<file path="config.mk">
export PLATFORM = sky130hd
export DESIGN_NAME = instruction_fetch
export DESIGN_NICKNAME = d
export VERILOG_FILES = /design/src/rtl/cpu_pkg.sv /design/src/rtl/instruction_fetch.sv
export SDC_FILE = /design/constraint.sdc
export NUM_CORES = 1
export LEC_CHECK = 0
export BUFFER_PORTS_ARGS = -buffer_cell sky130_fd_sc_hd__buf_2
export CAP_MARGIN = 20
export CORE_AREA = 2 2 50 64
export CTS_CLUSTER_SIZE = 40
export DETAILED_ROUTE_END_ITERATION = 7
export DIE_AREA = 0 0 52 66
export PLACE_DENSITY = 0.77
export SLEW_MARGIN = 20
export SYNTH_ARGS = -nofsm -noshare
export SYNTH_HDL_FRONTEND = slang
export SYNTH_SLANG_ARGS = --single-unit
</file>
<file path="constraint.sdc">
create_clock -name clock -period 1.66 [get_ports clock]
set_input_delay 0.498 -clock clock [delete_from_list [all_inputs] [get_ports clock]]
set_output_delay 0.498 -clock clock [all_outputs]
set_load 0.02 [all_outputs]
</file>
<file path="src/rtl/cpu_pkg.sv">
// Shared CPU definitions: fetch FSM encoding and datapath widths.
package cpu_pkg;

    localparam int unsigned ADDR_WIDTH  = 8;
    localparam int unsigned INSTR_WIDTH = 16;

    typedef enum logic [1:0] {
        FETCH_HI = 2'd0,
        FETCH_LO = 2'd1,
        HOLD     = 2'd2
    } fetch_state_t;

endpackage

</file>
<file path="src/rtl/instruction_fetch.sv">
// Fetch stage: reads the opcode and operand bytes of a 16-bit instruction
// from byte-wide memory, holds the result for the decoder, and pulses the
// program counter enable on the decoder handshake.
module instruction_fetch #(
    parameter int unsigned ADDR_WIDTH = 8,
    parameter int unsigned DATA_WIDTH = 8
) (
    input  logic                    clock,
    input  logic                    reset,
    input  logic [ADDR_WIDTH-1:0]   pc_address_i,
    output logic                    pc_enable_o,
    output logic                    mem_req_o,
    output logic [ADDR_WIDTH-1:0]   mem_addr_o,
    input  logic                    mem_ready_i,
    input  logic [DATA_WIDTH-1:0]   mem_rdata_i,
    output logic [2*DATA_WIDTH-1:0] instr_o,
    output logic [ADDR_WIDTH-1:0]   instr_addr_o,
    output logic                    instr_valid_o,
    input  logic                    instr_ready_i
);
    import cpu_pkg::*;

    fetch_state_t          state_q, state_d;
    logic [ADDR_WIDTH-1:0] fetch_addr_q, fetch_addr_d;
    logic [DATA_WIDTH-1:0] hi_q, hi_d;
    logic [DATA_WIDTH-1:0] lo_q, lo_d;

    // Next state and byte/address latches; the PC is sampled only on the first byte.
    always_comb begin
        state_d      = state_q;
        fetch_addr_d = fetch_addr_q;
        hi_d         = hi_q;
        lo_d         = lo_q;
        case (state_q)
            FETCH_HI: begin
                if (mem_ready_i) begin
                    fetch_addr_d = pc_address_i;
                    hi_d         = mem_rdata_i;
                    state_d      = FETCH_LO;
                end
            end
            FETCH_LO: begin
                if (mem_ready_i) begin
                    lo_d    = mem_rdata_i;
                    state_d = HOLD;
                end
            end
            HOLD: begin
                // mem_ready is ignored here; only the decoder handshake leaves HOLD.
                if (instr_ready_i) begin
                    state_d = FETCH_HI;
                end
            end
            default: state_d = FETCH_HI;
        endcase
    end

    // State and datapath registers.
    always_ff @(posedge clock or posedge reset) begin
        if (reset) begin
            state_q      <= FETCH_HI;
            fetch_addr_q <= '0;
            hi_q         <= '0;
            lo_q         <= '0;
        end else begin
            state_q      <= state_d;
            fetch_addr_q <= fetch_addr_d;
            hi_q         <= hi_d;
            lo_q         <= lo_d;
        end
    end

    // Memory request decode; reset gates the request so an in-flight read is abandoned at once.
    always_comb begin
        mem_req_o  = 1'b0;
        mem_addr_o = '0;
        if (!reset) begin
            case (state_q)
                FETCH_HI: begin
                    mem_req_o  = 1'b1;
                    mem_addr_o = pc_address_i;
                end
                FETCH_LO: begin
                    mem_req_o  = 1'b1;
                    // Wraps modulo 2^ADDR_WIDTH.
                    mem_addr_o = fetch_addr_q + ADDR_WIDTH'(1);
                end
                default: begin
                    mem_req_o  = 1'b0;
                    mem_addr_o = '0;
                end
            endcase
        end
    end

    // Decoder-side outputs.
    always_comb begin
        instr_valid_o = (state_q == HOLD);
        pc_enable_o   = instr_valid_o && instr_ready_i;
        instr_o       = {hi_q, lo_q};
        instr_addr_o  = fetch_addr_q;
    end

endmodule

</file>
==> results.txt, run 1 <==
----------------------------------------------------
[Run status]
  Result of the run ... finished, violations left
  Violations in the final reports ... setup timing

[Clocking]
  Clock Tree Buf Depth ... 2
  Clock tree root driver cell ... clkbuf_4
  Clock slew seen by the registers of the worst setup and hold paths ... 0.15 ns
  Cts bufs inserted ... 3
  CTS tree ... done
  Total number of clock tree sinks ... 26
  Number of H-tree levels ... 1
  Later-pin clock latency in the skew report ... 0.32 ns

[GRT]
  Overall overflow remaining after global route ... 0
  Vias in the first global route ... 1160
  Antenna violations before repair ... 0
  Total track usage ... 20.0%
  Largest net degree at the start of global routing ... 24
  Global-route wire length before repair ... 5.09 mm

[STA]
  Worst-case setup margin in the final layout ... -0.454 ns
  Setup repair after global routing missed its margin ... true
  Final Setup Violations ... 22
  Final worst path period share ... 127%
  Max-slew headroom ... 76.0%
  Clock Skew ... 0.0151 ns
  Hold Vio Cnt, Final ... 0
  Max-slew violations ... 0
  Worst hold margin ... 0.264 ns
  Top achievable clock speed ... 473 MHz
  Measured slew at the worst slew-check pin ... 0.356 ns
  Tmin final ... 2.11 ns

[Min path]
  Worst min path class ... in -> async

[Detailed routing]
  Number of detailed-routing iterations run before antenna repair ... 4
  Routed wire length on met3 ... 185 µm
  Post-route ant nets ... 0
  Routed wire length ... 3.05 mm
  Average wire per standard cell ... 13.9 µm
  Detailed-routing wirelength on met1 ... 1.15 mm
  Met2 Wirelength ... 1.70 mm
  Post-detailed-route DRC marker count ... 0
  Routed vias ... 1108
  Max Used Layer ... met4
  Via-to-Cell Ratio ... 5.04
  Starting DRT DRC Count ... 14

[Pwr]
  Static power due to leakage ... 0.973 nW
  Power density relative to cell area ... 2140 nW/µm²
  Maximum resistive drop on vdd ... 1390 µV

[Logic synthesis]
  Number of nets produced by synthesis ... 120
  Synth cell types ... 25
  Number of flip-flops and latches in the synthesized netlist ... 26
  Instance count of the mapped netlist ... 99
  Cell Area, Synth ... 1260 µm²
  Sequential share of the synthesized area ... 51.7%
  Mean cell area of the mapped netlist ... 12.7 µm²
  Ys Warns ... 0

[Setup path]
  Category of the worst setup path capture point ... primary output
  End point of the critical path ... mem_addr_o[6]
  Worst Reg-to-Reg Cells ... 6
  Critical path data required time ... 1.16 ns
  Critical setup path kind ... reg -> out
  Register-to-register path setup slack ... -0.06 ns
  RR Startpoint ... state_q[0]
  Highest fanout seen on the critical path ... 5
  Arr. time, crit path ... 1.62 ns
  Endpoint of the most critical register-to-register path ... instr_addr_o[5]
  Type of element launching the critical path ... flip-flop
  Critical path startpoint ... instr_addr_o[0]

[Finish]
  Fraction of the core area covered by cells at the end of the flow ... 73.3%
  Antenna cells ... 0
  Layout overhead on the synthesized area ... 65.1%
  Highest-count cells in the layout ignoring fill and taps ... buf_2, buf_4, dfrtp_1, mux2_2, buf_6
  Total number of nets in the final design ... 206
  Most common cell after layout, fill and taps aside ... buf_2
  Layout cells sized above 1 ... 75.0%

[Floorplan]
  I/O pin cnt ... 55
  Placement Rows ... 22
  Floorplan die area ... 3430 µm²
  Core Area ... 2840 µm²
  Initial Util ... 44.4%
  Die Wd ... 52 µm
  Height of the die ... 66 µm

[Job]
  Maxcap violations ... 0

[Place]
  Weighted congestion reported at the end of routability-driven placement ... 0.782
  Place WS ... -0.141 ns
  Post-DP HPWL ... 2.42 mm
  IO buf count ... 54

----------------------------------------------------
## registers in the layout, indices dropped and copies added, names as in the netlist
register	count
hi_q	8
instr_addr_o	8
lo_q	8
state_q	2
## kinds of logic after synthesis
kind of cell | count (synthesis) | share of synthesized area, %
flops | 26 | 51.7
mux | 25 | 24.6
simple gates | 19 | 8.95
compound gates | 16 | 6.96
buf+inv | 8 | 4.07
xor+xnor | 4 | 2.78
fa+ha+maj | 1 | 0.994
## timing repair
item                       in CTS  in global routing
setup buffers                   7                  4
gates resized for setup        26                  7
hold buffers                    0                  0
pin swaps                       7                  6
setup endpoints to repair      10                 10
## cells in the mapped netlist (all sizes together)
cell type | n | area [µm²]
o21ai | 10 | 50.1
nor3 | 2 | 10.0
dfrtp | 26 | 651
and2 | 1 | 6.26
nand2b | 1 | 6.26
nand3 | 4 | 20.0
mux2i | 2 | 20.0
nor2 | 3 | 11.3
a31oi | 3 | 18.8
mux2 | 23 | 289
nand4 | 1 | 6.26
nand3b | 1 | 7.51
buf | 4 | 36.3
nor3b | 1 | 18.8
inv | 4 | 15.0
xor2 | 2 | 17.5
a2111oi | 1 | 8.76
nand2 | 2 | 7.51
or3 | 3 | 18.8
xnor2 | 2 | 17.5
ha | 1 | 12.5
a21oi | 2 | 10.0
## layout make-up
class	count	area, µm²
inverters	4	15.0
well taps	36	45.0
multi-input cells	65	688
clock inverters	1	30.0
fillers	212	757
repair buffers	85	618
clock buffers	3	22.5
flip-flops and latches	26	659
## worst max-delay path, stage by stage (launching register included)
cell and delay [ns]:
dfrtp_2 0.45, ha_4 0.17, inv_2 0.04, or3_4 0.37, a31oi_4 0.14, buf_6 0.13
## worst min-delay path by stage
stage / from / end / slack (ns) / cells past startpoint
final: reset / instr_addr_o[3] / 0.26 / 3
after global routing: reset / instr_addr_o[2] / 0.26 / 3
after CTS: reset / instr_addr_o[3] / 0.24 / 3
after detailed placement: lo_q[4] / lo_q[4] / 0.49 / 1
after global placement: lo_q[5] / lo_q[5] / 0.49 / 1
after floorplan: reset / hi_q[0] / 0.54 / 1
## power by group
group / switching [mW] / total (mW) / leakage [nW] / internal (mW)
clock: 0.183 / 0.427 / 0.0279 / 0.244
combinational: 1.35 / 2.82 / 0.644 / 1.46
sequential: 0.236 / 1.21 / 0.301 / 0.971
total: 1.77 / 4.45 / 0.973 / 2.68
## per-stage QoR
step	TNS, ns	cell area [µm²]	power, mW	cells
floorplan	-0.126	1370	2.75	99
global placement	-0.263	1830	3.55	205
detailed placement	-0.423	1830	3.63	205
CTS	-3.23	2020	4.38	216
global route	-5.22	2080	4.74	220
finish	-3.55	2080	4.45	220
## layer usage
layer | global-route usage [%] | up-vias
li1 | - | 524
met1 | 20.8 | 540
met2 | 40.5 | 42
met5 | 0 | -
met4 | 5.92 | 0
met3 | 1.81 | 2
Note: power is estimated with default switching activity, not from simulation.
==> run 2: changes to the inputs <==
--- a/config.mk
+++ b/config.mk
@@ -5,13 +5,13 @@
 export SDC_FILE = /design/constraint.sdc
 export NUM_CORES = 1
 export LEC_CHECK = 0
-export BUFFER_PORTS_ARGS = -buffer_cell sky130_fd_sc_hd__buf_2
 export CAP_MARGIN = 20
-export CORE_AREA = 2 2 50 64
+export CORE_AREA = 2 2 44 57
 export CTS_CLUSTER_SIZE = 40
 export DETAILED_ROUTE_END_ITERATION = 7
-export DIE_AREA = 0 0 52 66
-export PLACE_DENSITY = 0.77
+export DIE_AREA = 0 0 46 59
+export DONT_BUFFER_PORTS = 1
+export PLACE_DENSITY = 0.74
 export SLEW_MARGIN = 20
 export SYNTH_ARGS = -nofsm -noshare
 export SYNTH_HDL_FRONTEND = slang
==> run 2 against run 1 <==
The flow still finishes with violations (setup timing). Maximum frequency up 1.1%. Combinational power down 28%. Clock skew down 0.013 ns. Utilization up 5.9 points. Clock-buffer cell count up 1. Critical path type unchanged.
==> results.txt, run 2 (synthesized netlist as in run 1, its figures left out) <==
----------------------------------------------------
[Detailed routing]
  Post-route ant nets ... 0 (unchanged)
  Routed vias ... 881 (-20%)
  Via-to-Cell Ratio ... 5.99 (+19%)
  Routed wire length ... 2.71 mm (-11%)
  Number of detailed-routing iterations run before antenna repair ... 6 (+2)
  Post-detailed-route DRC marker count ... 0 (unchanged)
  Average wire per standard cell ... 18.4 µm (+33%)
  Starting DRT DRC Count ... 24 (+10)

[GRT]
  Overall overflow remaining after global route ... 0 (unchanged)
  Total track usage ... 21.2% (+1.1 points)
  Vias in the first global route ... 849 (-27%)
  Global-route wire length before repair ... 4.05 mm (-20%)
  Antenna violations before repair ... 0 (unchanged)
  Largest net degree at the start of global routing ... 27 (+13%)

[Finish]
  Total number of nets in the final design ... 148 (-28%)
  Layout cells sized above 1 ... 67.5% (-7.5 points)
  Sequential Area ... 662 µm² (+0.38%)
  Multi-input gate area ... 726 µm² (+5.5%)
  Most common cell after layout, fill and taps aside ... buf_4
  Highest-count cells in the layout ignoring fill and taps ... buf_4, dfrtp_1, mux2_2, o21ai_0, dfrtp_2
  Antenna cells ... 0 (unchanged)
  Filler cells ... 125 (-41%)
  Fraction of the core area covered by cells at the end of the flow ... 79.2% (+5.9 points)
  Layout overhead on the synthesized area ... 34.7%
  Final instance area ... 1700 µm² (-18%)

[Min path]
  Worst min path class ... in -> async

[Place]
  IO buf count ... 0 (-100%)
  Total cell area at the placement stage ... 1560 µm² (-15%)
  Weighted congestion reported at the end of routability-driven placement ... 0.738 (-5.7%)
  Post-DP HPWL ... 1.96 mm (-19%)

[Clocking]
  Clock tree root driver cell ... clkbuf_4
  Number of H-tree levels ... 1 (unchanged)
  Cts bufs inserted ... 3 (unchanged)
  Number of hold buffers added after cts ... 0 (unchanged)
  Total number of clock tree sinks ... 26 (unchanged)
  Clock Tree Buf Depth ... 2 (unchanged)
  Clock slew seen by the registers of the worst setup and hold paths ... 0.13 ns (-0.02 ns)
  Later-pin clock latency in the skew report ... 0.32 ns (about the same)
  CTS tree ... done

[Floorplan]
  Initial Util ... 58.8% (+14 points)
  Die Wd ... 46 µm (-12%)
  Core Area ... 2140 µm² (-25%)
  I/O pin cnt ... 55 (unchanged)
  Floorplan die area ... 2710 µm² (-21%)
  Height of the die ... 59 µm (-11%)
  Placement Rows ... 19 (-14%)

[Setup path]
  Arr. time, crit path ... 1.59 ns (-0.03 ns)
  Type of element launching the critical path ... flip-flop
  Critical setup path kind ... reg -> out
  Category of the worst setup path capture point ... primary output
  Highest fanout seen on the critical path ... 4 (-1)
  Critical path data required time ... 1.16 ns (about the same)

[Pwr]
  Static power due to leakage ... 0.703 nW (-28%)
  Net Switching ... 1.68 mW (-5.0%)
  Clock network fraction of design power ... 8.1% (-1.5 points)
  Total internal power ... 2.17 mW (-19%)
  Combinational cell fraction of total power ... 52.5% (-11 points)
  Power density relative to cell area ... 2270 nW/µm² (+6.1%)
  Maximum resistive drop on vdd ... 1630 µV (+17%)
  Sequential fraction of design power ... 39.4% (+12 points)
  Net Sw Frac ... 43.7% (+3.9 points)

[STA]
  Worst hold margin ... 0.105 ns (-0.159 ns)
  Top achievable clock speed ... 478 MHz (+1.1%)
  Setup repair after global routing missed its margin ... true
  Worst-case setup margin in the final layout ... -0.431 ns (+0.0236 ns)
  Hold Vio Cnt, Final ... 0 (unchanged)
  Max-slew violations ... 0 (unchanged)
  Measured slew at the worst slew-check pin ... 0.449 ns (+0.0928 ns)
  Tmin final ... 2.09 ns (-0.0236 ns)
  Final worst path period share ... 126% (-1.4 points)
  Max-slew headroom ... 70.0% (-6.0 points)
  Clock Skew ... 0.00236 ns (-0.0127 ns)
  Final Setup Violations ... 10 (-55%)

[Job]
  Maxcap violations ... 0 (unchanged)

[Run status]
  Result of the run ... finished, violations left
  Violations in the final reports ... setup timing

----------------------------------------------------
## run 2: worst max-delay path, cell delays in order (launching register included)
cell	delay, ns
dfrtp_2	0.46
ha_4	0.19
xnor2_2	0.15
a2111oi_4	0.29
buf_4	0.19
## run 2: layout make-up
| type | count | area share [%] |
|---|---|---|
| Sequential cell | 26 | 39.0 |
| Multi-Input combinational cell | 65 | 42.8 |
| Tap cell | 21 | 1.55 |
| Timing Repair Buffer | 27 | 13.6 |
| Clock buffer | 4 | 2.14 |
| Inverter | 4 | 0.886 |
## run 2: routing by layer
layer | part of all wire (%) | vias to the layer above | wire (µm) | GRT usage (%)
li1 | - | 406 | - | -
met1 | 36 | 429 | 977 | 24.5
met2 | 56 | 42 | 1520 | 37.9
met3 | 6.4 | 4 | 174 | 2.74
met4 | 1.2 | 0 | 33 | 8.57
met5 | 0 | - | 0 | 0
## run 2: per-stage QoR
stage | cells | setup TNS, ns | power, mW | worst slack, ns
2_1_floorplan | 99 | -0.126 | 2.75 | -0.0821
3_3_place_gp | 140 | -0.0655 | 3.25 | -0.0604
3_5_place_dp | 140 | -0.123 | 3.31 | -0.0969
4_1_cts | 146 | -2.97 | 3.73 | -0.432
5_1_grt | 147 | -3.36 | 4.07 | -0.518
6_report | 147 | -2.71 | 3.85 | -0.431
## run 2: final timing paths
check,slack [ns],endpoint,cells after the start,start
worst max-delay path,-0.43,mem_addr_o[2],4,instr_addr_o[0]
worst min-delay path,0.11,instr_addr_o[3],2,reset
worst max register to register,0.04,hi_q[2],5,state_q[0]
worst min register to register,0.58,instr_addr_o[5],1,instr_addr_o[5]
max in group asynchronous,1.29,state_q[1],2,reset
min in group clock,0.29,state_q[1],1,instr_ready_i
## run 2: what timing repair did
item / 4_1_cts / 5_1_grt
hold endpoints to repair: 0 / 0
pin swaps: 7 / 9
setup endpoints to repair: 10 / 11
resized for setup: 8 / 11
setup buffers: 2 / 1
## run 2: power by group through the flow
stage	Sequential, mW	Clock [mW]	Combinational (mW)
6_report	1.52	0.313	2.02
5_1_grt	1.56	0.337	2.17
4_1_cts	1.52	0.321	1.89
2_1_floorplan	1.59	0	1.16
3_3_place_gp	1.51	0	1.74
3_5_place_dp	1.54	0	1.77
